File: src/rtl/me_search_ctrl.sv
// me_search_ctrl: full-search integer motion estimation sequencer for one 32x32 CU,
// issuing raster-order candidate MVs and tracking the best 32x32 / 16x16 SADs.
module me_search_ctrl #(
    parameter int SR  = 8,
    parameter int LAT = 2,
    parameter int MVW = 6
) (
    input  logic                 clk,
    input  logic                 rst_n,
    input  logic                 start,
    input  logic                 stall,
    output logic                 cand_valid,
    output logic [MVW-1:0]       cand_mvx,
    output logic [MVW-1:0]       cand_mvy,
    input  logic [17:0]          sad32x32,
    input  logic [63:0]          sad16x16,
    output logic [17:0]          best_sad32,
    output logic [2*MVW-1:0]     best_mv32,
    output logic [63:0]          best_sad16,
    output logic [8*MVW-1:0]     best_mv16,
    output logic                 busy,
    output logic                 done
);
    typedef enum logic [1:0] {IDLE, ISSUE, DRAIN, DONE} state_t;
    localparam int CW = $clog2(LAT + 1);
    localparam logic [MVW-1:0] MV_MIN = MVW'(-SR);
    localparam logic [MVW-1:0] MV_MAX = MVW'(SR - 1);

    state_t           state, state_nx;
    logic [MVW-1:0]   mvx, mvy;
    logic [CW-1:0]    drain_cnt;
    logic             dl_v  [LAT];
    logic [2*MVW-1:0] dl_mv [LAT];
    logic             last, accept;

    assign cand_mvx = mvx;
    assign cand_mvy = mvy;
    assign last     = (mvx == MV_MAX) && (mvy == MV_MAX);
    assign accept   = (state == IDLE) && start;

    always_comb begin
        state_nx   = state;
        cand_valid = 1'b0;
        busy       = 1'b0;
        done       = 1'b0;
        case (state)
            IDLE:  state_nx = start ? ISSUE : IDLE;
            ISSUE: begin
                busy       = 1'b1;
                cand_valid = !stall;
                state_nx   = (!stall && last) ? DRAIN : ISSUE;
            end
            DRAIN: begin
                busy     = 1'b1;
                state_nx = (drain_cnt == CW'(LAT - 1)) ? DONE : DRAIN;
            end
            default: begin
                done     = 1'b1;
                state_nx = IDLE;
            end
        endcase
    end

    always_ff @(posedge clk or negedge rst_n) begin
        if (!rst_n) begin
            state     <= IDLE;
            mvx       <= '0;
            mvy       <= '0;
            drain_cnt <= '0;
        end else begin
            state     <= state_nx;
            drain_cnt <= (state == DRAIN) ? drain_cnt + CW'(1) : '0;
            if (accept) begin
                mvx <= MV_MIN;
                mvy <= MV_MIN;
            end else if (cand_valid) begin
                mvx <= (mvx == MV_MAX) ? MV_MIN : mvx + MVW'(1);
                mvy <= (mvx == MV_MAX) ? mvy + MVW'(1) : mvy;
            end
        end
    end

    // Stalled cycles enter the delay line as bubbles so SADs stay aligned with their MVs
    always_ff @(posedge clk or negedge rst_n) begin
        if (!rst_n) begin
            for (int i = 0; i < LAT; i++) begin
                dl_v[i]  <= 1'b0;
                dl_mv[i] <= '0;
            end
        end else begin
            dl_v[0]  <= cand_valid;
            dl_mv[0] <= {mvy, mvx};
            for (int i = 1; i < LAT; i++) begin
                dl_v[i]  <= dl_v[i-1];
                dl_mv[i] <= dl_mv[i-1];
            end
        end
    end

    always_ff @(posedge clk or negedge rst_n) begin
        if (!rst_n) begin
            best_sad32 <= '1;
            best_sad16 <= '1;
            best_mv32  <= '0;
            best_mv16  <= '0;
        end else if (accept) begin
            best_sad32 <= '1;
            best_sad16 <= '1;
        end else if (dl_v[LAT-1]) begin
            if (sad32x32 < best_sad32) begin
                best_sad32 <= sad32x32;
                best_mv32  <= dl_mv[LAT-1];
            end
            for (int k = 0; k < 4; k++) begin
                if (sad16x16[16*k +: 16] < best_sad16[16*k +: 16]) begin
                    best_sad16[16*k +: 16]       <= sad16x16[16*k +: 16];
                    best_mv16[2*MVW*k +: 2*MVW] <= dl_mv[LAT-1];
                end
            end
        end
    end
endmodule
File: config.mk
export PLATFORM = sky130hd
export DESIGN_NAME = me_search_ctrl
export DESIGN_NICKNAME = d
export VERILOG_FILES = /design/src/rtl/me_search_ctrl.sv
export SDC_FILE = /design/constraint.sdc
export NUM_CORES = 1
export LEC_CHECK = 0
export CORE_ASPECT_RATIO = 1.5
export CORE_MARGIN = 4
export CORE_UTILIZATION = 54
export CTS_BUF_LIST = sky130_fd_sc_hd__clkbuf_2
export DETAILED_ROUTE_END_ITERATION = 10
export PLACE_DENSITY = 0.93
export SLEW_MARGIN = 40
export SYNTH_ARGS = -nofsm -noshare
export SYNTH_HDL_FRONTEND = slang
export SYNTH_SLANG_ARGS = --single-unit
File: constraint.sdc
create_clock -name clk -period 5.7 [get_ports clk]
set_input_delay 1.14 -clock clk [delete_from_list [all_inputs] [get_ports clk]]
set_output_delay 1.14 -clock clk [all_outputs]
set_load 0.01 [all_outputs]
==> Word level (Yosys, flattened, before mapping) <==
Index checks and enable logic that the tools add are counted.
{ "op_classes": {"n_addsub": 3, "order_cmp": 5, "eq_ne": 5, "mux": 23, "bitwise": 1, "n_reduce_logical": 26} }
{ "ops": {"columns": ["cell", "count"], "rows": [
  ["64-bit two-way mux", 2],
  ["16-bit less-than comparator", 4],
  ["16-bit two-way mux", 4],
  ["18-bit two-way mux", 3],
  ["6-bit two-way mux", 6],
  ["18-bit less-than comparator", 1],
  ["2-bit nonzero test", 8],
  ["3-bit AND reduction", 5],
  ["6-bit by 1-bit adder with 6-bit output (second input constant)", 2],
  ["6-bit by 3-bit == test with 1-bit output (second input constant)", 2],
  ["2-bit AND reduction", 6],
  ["2-bit case mux with 3 select lines", 1],
  ["1-bit two-way mux", 5],
  ["2-bit by 1-bit == test with 1-bit output (second input constant)", 2],
  ["2-bit two-way mux", 2],
  ["1-bit logical AND", 3],
  ["3-bit OR reduction", 1],
  ["2-bit by 1-bit adder with 2-bit output (second input constant)", 1],
  ["2-bit == test (second input constant)", 1],
  ["2-bit logical NOT", 1],
  ["2-bit OR reduction", 1],
  ["1-bit logical NOT", 1],
  ["1-bit NOT", 1]
]} }
{ "word_totals": {"register_bits": 184, "output_inout_bits": 157, "wordCells": 81} }

==> Logic depth before layout (Yosys ltp) <==
Gate-level depths: netlist (run 1).
{ "depth": {"depth_word": 5, "mapped_depth": 10, "depth_no_buf": 8} }

==> Worst setup path before layout (run 1) <==
OpenSTA, ideal clock, no wires.
{ "synth_timing": {"kind": "input port to flip-flop", "from": "in sad16x16[62]", "to": "reg best_mv16[43]", "setup_ps": 125, "arrival_time_ps": 2945, "slack_ps": 2629, "stages": 8, "cell_sequence": "ha_1 -> nand4_2 -> nor3_1 -> or4_4 -> a211oi_2 -> nand2_2 -> buf_6 -> mux2_4"} }
{ "synth_between": {"elab_chain_cells": 2} }
{ "synth_rtl": {"columns": ["element", "line_no", "source"], "rows": [
  ["from (decl)", "16", "input logic [63:0] sad16x16,"],
  ["16-bit less-than comparator", "115", "if (sad16x16[16*k +: 16] < best_sad16[16*k +: 16]) begin"],
  ["3-bit AND reduction (no source line)", null, null],
  ["to (signal, indexed assignment)", "117", "best_mv16[2*MVW*k +: 2*MVW] <= dl_mv[LAT-1];"],
  ["to (decl)", "20", "output logic [8*MVW-1:0] best_mv16,"]
]} }
No other way between the ends.
A chain may end at the register's enable or synchronous reset.

==> Worst setup path in the final report (run 1) <==
{ "layout_timing": {"from": "in stall", "to": "out cand_valid"} }
{ "layout_between": {"elab_chain_cells": 2} }
{ "layout_rtl": {"columns": ["element", "line_no", "source"], "rows": [
  ["from (decl)", "11", "input logic stall,"],
  ["1-bit logical NOT", "50", "cand_valid = !stall;"],
  ["1-bit two-way mux", "46", "case (state)"],
  ["to (decl)", "12", "output logic cand_valid,"]
]} }
No other way between the ends.

==> reports/qor.yml, run 1 <==
switchingPower_w: 0.00197
pwr-share-comb_pct: 44.6
post_drt_wl_per_cell_um: 19.1
p_per_area_nw_per_um2: 471
synth-edff-count: 0
drtIter0Drc: 255
intPower_w: 0.00348
routed_wl_um: 21900
tns_ps: 0
yosysTopAreaCell: "dfrtp_1"
drt_drc_violations_left: 0
grt_max_degree: 112
drv_slew: 0
critical_path_class: "in -> out"
netlist_area_um2: 8680
layout.nets: 1102
cp-start-kind: "input port"
start_util_pct: 55.3
antenna_found_initial: 1
swShare_pct: 36.1
die_area_um2: 18200
dpl.hpwl_um: 16600
peakVddDrop_mv: 0.294
required_ps: 4560
port_buffers: 242
cp.arrival_ps: 2620
slew_headroom_pct: 52.9
seqPwrFrac_pct: 41.4
synth_area_leaders: "dfrtp_1, dfstp_2, ha_1"
hold_path_class: "in -> async"
rsz0062_at_grt: "false"
yosysWarnings: 0
maxCapViolations: 0
seq_area_frac_synth_pct: 54.2
gp_congestion: 0.870
ctsHoldBuffers: 0
syn2layout_area_growth_pct: 33.3
setup_viol: 0
grt_pass1_wl_um: 35200
layout_setup_ws_ps: 1940
rows: 56
postCtsSetupBuffers: 0
async_reset_ff_share_pct: 100
fin_skew_ps: 58.1
gr-total-overflow: 0
dr.pass1.iters: 4
critical-path-max-stage-delay_ps: 570
endpoint_kind: "output pin"
post_cts_resized: 0
max_freq_mhz: 266
insertion_delay_ps: 740
die_w_um: 112
slowest_stage: "clkdlybuf4s50_1"
n_fill_cell: 1061
ant_nets: 0
coreArea_um2: 15700
cpMostUsedCell: "clkdlybuf4s50_1"
avgSynthCellArea_um2: 12.6
crit_path_max_fanout: 8
finalCritPeriodShare_pct: 65.9
tightest_slew_ps: 705
ys_ff_latch: 184
avgViaCountPerCell: 5.65
synth.net_count: 861
synth-main-ff-cell: "dfrtp_1"
yosysTopAreaCellShare_pct: 29.4
clockBufferDepth: 2
min_period_ps: 3760
hold_viol: 0
cts_tree: "built"
cts-root-buf: "clkbuf_2"
clkTransAtPathRegs_ps: 330
clock_sinks: 184
drive_gt1_share_pct: 20.6
synth_cells: 691
track_usage_pct: 24.5
ys_types: 49
p_clk_share_pct: 14.0
outcome: "complete, no violations"
cts_inserted_buffers: 17
ios: 243
die_y_um: 163
place_ws_ps: 1760
crit_chain: "clkdlybuf4s50_1 > nand2b_1 > inv_1 > clkdlybuf4s50_1"
grt_pass1_vias: 6906
cts-htree-levels: 4
route.vias.total: 6496
p_leak_nw: 5.24
==> flip-flops by register name, indices dropped and copies added (netlist names) <==
| name | flops |
|---|---|
| best_mv32 | 12 |
| best_sad32 | 18 |
| cand_mvx | 6 |
| cand_mvy | 6 |
| dl_mv | 24 |
| drain_cnt | 2 |
| state | 2 |
| best_mv16 | 48 |
| best_sad16 | 64 |
| dl_v | 2 |
==> layout make-up <==
| class | instances | area (µm²) | area share [%] |
|---|---|---|---|
| clock inverters | 15 | 223 | 1.92 |
| flip-flops and latches | 184 | 4710 | 40.7 |
| well taps | 203 | 254 | 2.20 |
| multi-input cells | 400 | 3530 | 30.5 |
| inverters | 84 | 315 | 2.72 |
| repair buffers | 245 | 2460 | 21.2 |
| diodes | 1 | 2.50 | 0.0216 |
| clock buffers | 17 | 85.1 | 0.735 |
==> cells by family after synthesis <==
kind of cell    count (synthesis)  share of synthesized area (%)
xor+xnor                        6                          0.605
fa+ha+maj                      84                           12.1
simple gates                   98                           5.84
buf+inv                       107                           5.19
compound gates                151                           14.0
mux                            61                           8.07
flops                         184                           54.2
==> placed cells by master (no fill, tap or decap), drive strengths merged, types with 2 or more instances in the layout <==
cell / netlist / final
a211o: 3 / 3
nor3: 6 / 6
nand3: 11 / 11
nand4: 13 / 13
dfstp: 82 / 82
nand2b: 6 / 6
buf: 16 / 4
o22a: 82 / 82
nor2b: 2 / 2
nand2: 26 / 26
and3: 4 / 4
nor2: 18 / 18
nor4: 2 / 2
o21a: 5 / 5
o211ai: 3 / 3
clkinv: 0 / 5
ha: 84 / 84
clkbuf: 7 / 17
inv: 84 / 91
clkdlybuf4s50: 0 / 241
mux2: 60 / 60
a221oi: 4 / 4
a211oi: 8 / 8
bufinv: 0 / 2
o21ai: 8 / 8
or4: 2 / 2
xor2: 5 / 5
or3: 2 / 2
dfrtp: 102 / 102
a21o: 6 / 6
a21oi: 22 / 22
or2: 4 / 4
o22ai: 2 / 2
a2111oi: 4 / 4
==> synth_stat cells (2+ instances only) <==
cell type	number
a2111oi_2	3
a211oi_2	4
a211o_1	3
or3_1	2
mux2_2	56
nor3_1	6
dfrtp_1	102
buf_6	4
buf_2	11
nor2b_1	2
o21a_1	5
inv_1	84
nand2b_1	6
and3_1	4
o22a_1	82
o211ai_1	3
a21o_1	6
mux2_4	4
ha_1	84
a21oi_1	22
clkbuf_1	6
nand3_1	11
or2_2	4
dfstp_2	82
nand4_1	12
nor4_1	2
o21ai_1	4
nand2_1	22
a221oi_1	4
nand2_2	4
o21ai_0	4
xor2_1	5
a211oi_1	4
o22ai_1	2
nor2_1	18
==> through the flow <==
step | cells | cell area (µm²) | utilization [%] | power [W] | hold WS [ps]
5_1_grt | 1149 | 11600 | 73.7 | 0.00582 | 316
3_3_place_gp | 1116 | 11300 | 71.7 | 0.00462 | 332
4_1_cts | 1148 | 11600 | 73.7 | 0.00551 | 308
6_report | 1149 | 11600 | 73.7 | 0.00545 | 383
2_1_floorplan | 691 | 8680 | - | 0.00351 | 331
3_5_place_dp | 1116 | 11300 | 71.7 | 0.00473 | 335
==> layer usage <==
| layer | GRT usage (%) | up-vias | routed length [µm] |
|---|---|---|---|
| li1 | - | 2994 | - |
| met1 | 26.9 | 3209 | 8180 |
| met4 | 15.0 | 0 | 1270 |
| met5 | 0 | - | 0 |
| met3 | 6.00 | 70 | 1170 |
| met2 | 42.8 | 223 | 11300 |
==> power groups by stage <==
stage                     Clock (W)  Combinational, W  Sequential (W)
after floorplan                   0           0.00111         0.00240
after global placement            0           0.00237         0.00225
after detailed placement          0           0.00245         0.00228
after CTS                  0.000786           0.00247         0.00226
after global routing       0.000838           0.00266         0.00232
final                      0.000763           0.00243         0.00226
==> critical path: cells and delay by family <==
family,cells,cell delay [ps]
buffers and inverters,3,1210
and+or+nand+nor,1,260
==> worst paths after layout <==
path / slack (ps) / end / cells after the start / from
min reg2reg: 390 / dl_mv[8]$_DFF_PN0_ / 0 / dl_mv[20]$_DFF_PN0_
min in group clk: 390 / dl_mv[8]$_DFF_PN0_ / 0 / dl_mv[20]$_DFF_PN0_
max in group asynchronous: 4240 / best_mv32[10]$_DFFE_PN0P_ / 2 / rst_n
max reg2reg: 2740 / best_mv32[10]$_DFFE_PN0P_ / 9 / best_sad32[4]$_DFFE_PN1P_
min: 380 / best_mv16[23]$_DFFE_PN0P_ / 1 / rst_n
max: 1940 / cand_valid / 4 / stall
No activity file was read; power rests on OpenSTA's default activity.
==> run 2: changes to the inputs <==
--- a/config.mk
+++ b/config.mk
@@ -7,10 +7,10 @@
 export LEC_CHECK = 0
 export CORE_ASPECT_RATIO = 1.5
 export CORE_MARGIN = 4
-export CORE_UTILIZATION = 54
+export CORE_UTILIZATION = 50
 export CTS_BUF_LIST = sky130_fd_sc_hd__clkbuf_2
 export DETAILED_ROUTE_END_ITERATION = 10
-export PLACE_DENSITY = 0.93
+export PLACE_DENSITY = 0.87
 export SLEW_MARGIN = 40
 export SYNTH_ARGS = -nofsm -noshare
 export SYNTH_HDL_FRONTEND = slang
==> constraint.sdc (replaced) <==
create_clock -name clk -period 3.5 [get_ports clk]
set_input_delay 0.7 -clock clk [delete_from_list [all_inputs] [get_ports clk]]
set_output_delay 0.7 -clock clk [all_outputs]
set_load 0.01 [all_outputs]
==> run 2 against run 1 <==
Sequential share of layout area fell by 0.27 points. Utilization fell by 4.8 points. Hold slack got worse by 10 ps. Design area rose by 0.67%. Setup slack got worse by 1600 ps. Clock skew fell by 10 ps. Sequential power rose by 63%. Critical path type is now reg -> out. Critical endpoint unchanged. Largest power group unchanged.
==> reports/qor.yml, run 2 (synthesis results as in run 1) <==
outcome: "complete, no violations"
tightest_slew_ps: 691  # -13.3 ps
routed_wl_um: 22000  # +0.35%
crit_chain: "inv_1 > ha_1 > nand2b_1 > inv_2 > clkdlybuf4s50_1"
die_area_um2: 19600  # +7.5%
drv_slew: 0  # unchanged
antenna_found_initial: 1  # unchanged
grt_pass1_wl_um: 35100  # -0.20%
drive_gt1_share_pct: 21.3  # +0.68 points
rsz0062_at_grt: "false"
critical_path_class: "reg -> out"
insertion_delay_ps: 750  # about the same
rows: 58  # +3.6%
die_w_um: 116  # +3.6%
cp-start-kind: "flip-flop"
track_usage_pct: 23.1  # -1.4 points
cts_inserted_buffers: 17  # unchanged
post_drt_wl_per_cell_um: 18.9  # -1.3%
p_per_area_nw_per_um2: 754  # +60%
place_area_um2: 11400  # +1.0%
endpoint_kind: "output pin"
setup_viol: 0  # unchanged
slowest_stage: "clkdlybuf4s50_1"
layout.nets: 1114  # +1.1%
cts-root-buf: "clkbuf_2"
slew_headroom_pct: 53.9  # +1.1 points
clkTransAtPathRegs_ps: 250  # -80 ps
dr.pass1.iters: 6  # +2
largest_register: "best_sad16"
tns_ps: 0  # unchanged
cts_tree: "built"
route.vias.total: 6418  # -1.2%
drtIter0Drc: 203  # -20%
top_regs: "best_sad16: 64 flops, best_mv16: 48 flops, dl_mv: 24 flops"
layout_commonest_cell: "clkdlybuf4s50_1"
required_ps: 2800  # -1760 ps
hold_path_class: "reg -> reg"
cts-htree-levels: 4  # unchanged
clock_sinks: 184  # unchanged
min_period_ps: 3200
peakVddDrop_mv: 0.426  # +45%
fin_area_um2: 11600  # +0.67%
clockBufferDepth: 2  # unchanged
cp.arrival_ps: 2500  # -120 ps
avgViaCountPerCell: 5.49  # -2.8%
ios: 243  # unchanged
dpl.hpwl_um: 16900  # +1.8%
coreArea_um2: 16900  # +7.7%
ant_nets: 0  # unchanged
gp_congestion: 0.874  # +0.41%
gr-total-overflow: 0  # unchanged
hold_viol: 0  # unchanged
port_buffers: 242  # unchanged
largest_reg_flops: 64  # unchanged
place_ws_ps: 227  # -1530 ps
drt_drc_violations_left: 0  # unchanged
layout_setup_ws_ps: 296  # -1650 ps
maxCapViolations: 0  # unchanged
finalCritPeriodShare_pct: 91.5
start_util_pct: 51.4  # -4.0 points
die_y_um: 169  # +3.7%
max_freq_mhz: 312
grt_pass1_vias: 6888  # -0.26%
grt_max_degree: 78  # -30%
layout_common_cells: "clkdlybuf4s50_1, dfrtp_1, ha_1, inv_1"
fin_skew_ps: 47.9  # -10.2 ps
total_power_w: 0.00878  # +61%
p_leak_nw: 5.28  # +0.81%
syn2layout_area_growth_pct: 34.2
critical-path-max-stage-delay_ps: 560  # about the same
crit_path_max_fanout: 8  # unchanged
[run 2: cell types whose count changed in the layout (fill, tap and decap cells not counted), moves of 2 or more]
cell	previous run	this run
inv_8	2	0
buf_12	1	3
clkinv_8	5	0
buf_4	2	11
clkinv_1	0	3
clkinv_4	0	2
[run 2: routing by layer]
metal / wire length, µm / up-vias / track usage [%]
met5: 0 / - / 0
met4: 1090 / 0 / 12.0
met3: 1240 / 66 / 5.49
met2: 11600 / 200 / 41.1
met1: 8060 / 3155 / 25.3
li1: - / 2997 / -
[run 2: final timing paths]
path / startpoint / to / slack (ps) / cells after the start
setup / recovery: state[1]$_DFF_PN0_ / cand_valid / 300 / 5
hold / removal: dl_mv[20]$_DFF_PN0_ / dl_mv[8]$_DFF_PN0_ / 370 / 0
setup reg to reg: best_sad16[62]$_DFFE_PN1P_ / best_mv16[46]$_DFFE_PN0P_ / 800 / 9
hold reg to reg: dl_mv[20]$_DFF_PN0_ / dl_mv[8]$_DFF_PN0_ / 370 / 0
max in group asynchronous: rst_n / best_sad16[24]$_DFFE_PN1P_ / 2140 / 3
min in group asynchronous: rst_n / best_mv16[10]$_DFFE_PN0P_ / 530 / 2
[run 2: final cells by class]
type / count / area, µm²
Fill cell: 1236 / 5260
Sequential cell: 184 / 4710
Multi-Input combinational cell: 400 / 3530
Timing Repair Buffer: 257 / 2580
Inverter: 84 / 315
Tap cell: 210 / 263
Clock inverter: 14 / 169
Clock buffer: 18 / 90.1
Antenna cell: 1 / 2.50
[run 2: worst max-delay path, delay by kind of cell (launching register included)]
family                     cells  cell delay [ps]
DFF                            1              460
and+or+nand+nor                1              200
buffers and inverters          3              890
adders and majority gates      1              230
[run 2: per-stage QoR]
step	utilization [%]	hold slack (ps)	std cells
CTS	68.9	382	1167
floorplan	-	331	691
global route	68.9	388	1168
global placement	67.3	332	1134
detailed placement	67.3	335	1134
finish	68.9	373	1168
[run 2: timing repair]
item                                    4_1_cts  5_1_grt
hold endpoints to repair                     32        0
endpoints found under the setup margin        0        1
buffers inserted                              0        0
hold buffers                                  1        0
gates resized for setup                       0        1
[run 2: report_power, final]
part / internal (W) / switching [W]
combinational: 0.00221 / 0.00175
sequential: 0.00312 / 0.000562
clock: 0.000406 / 0.000730
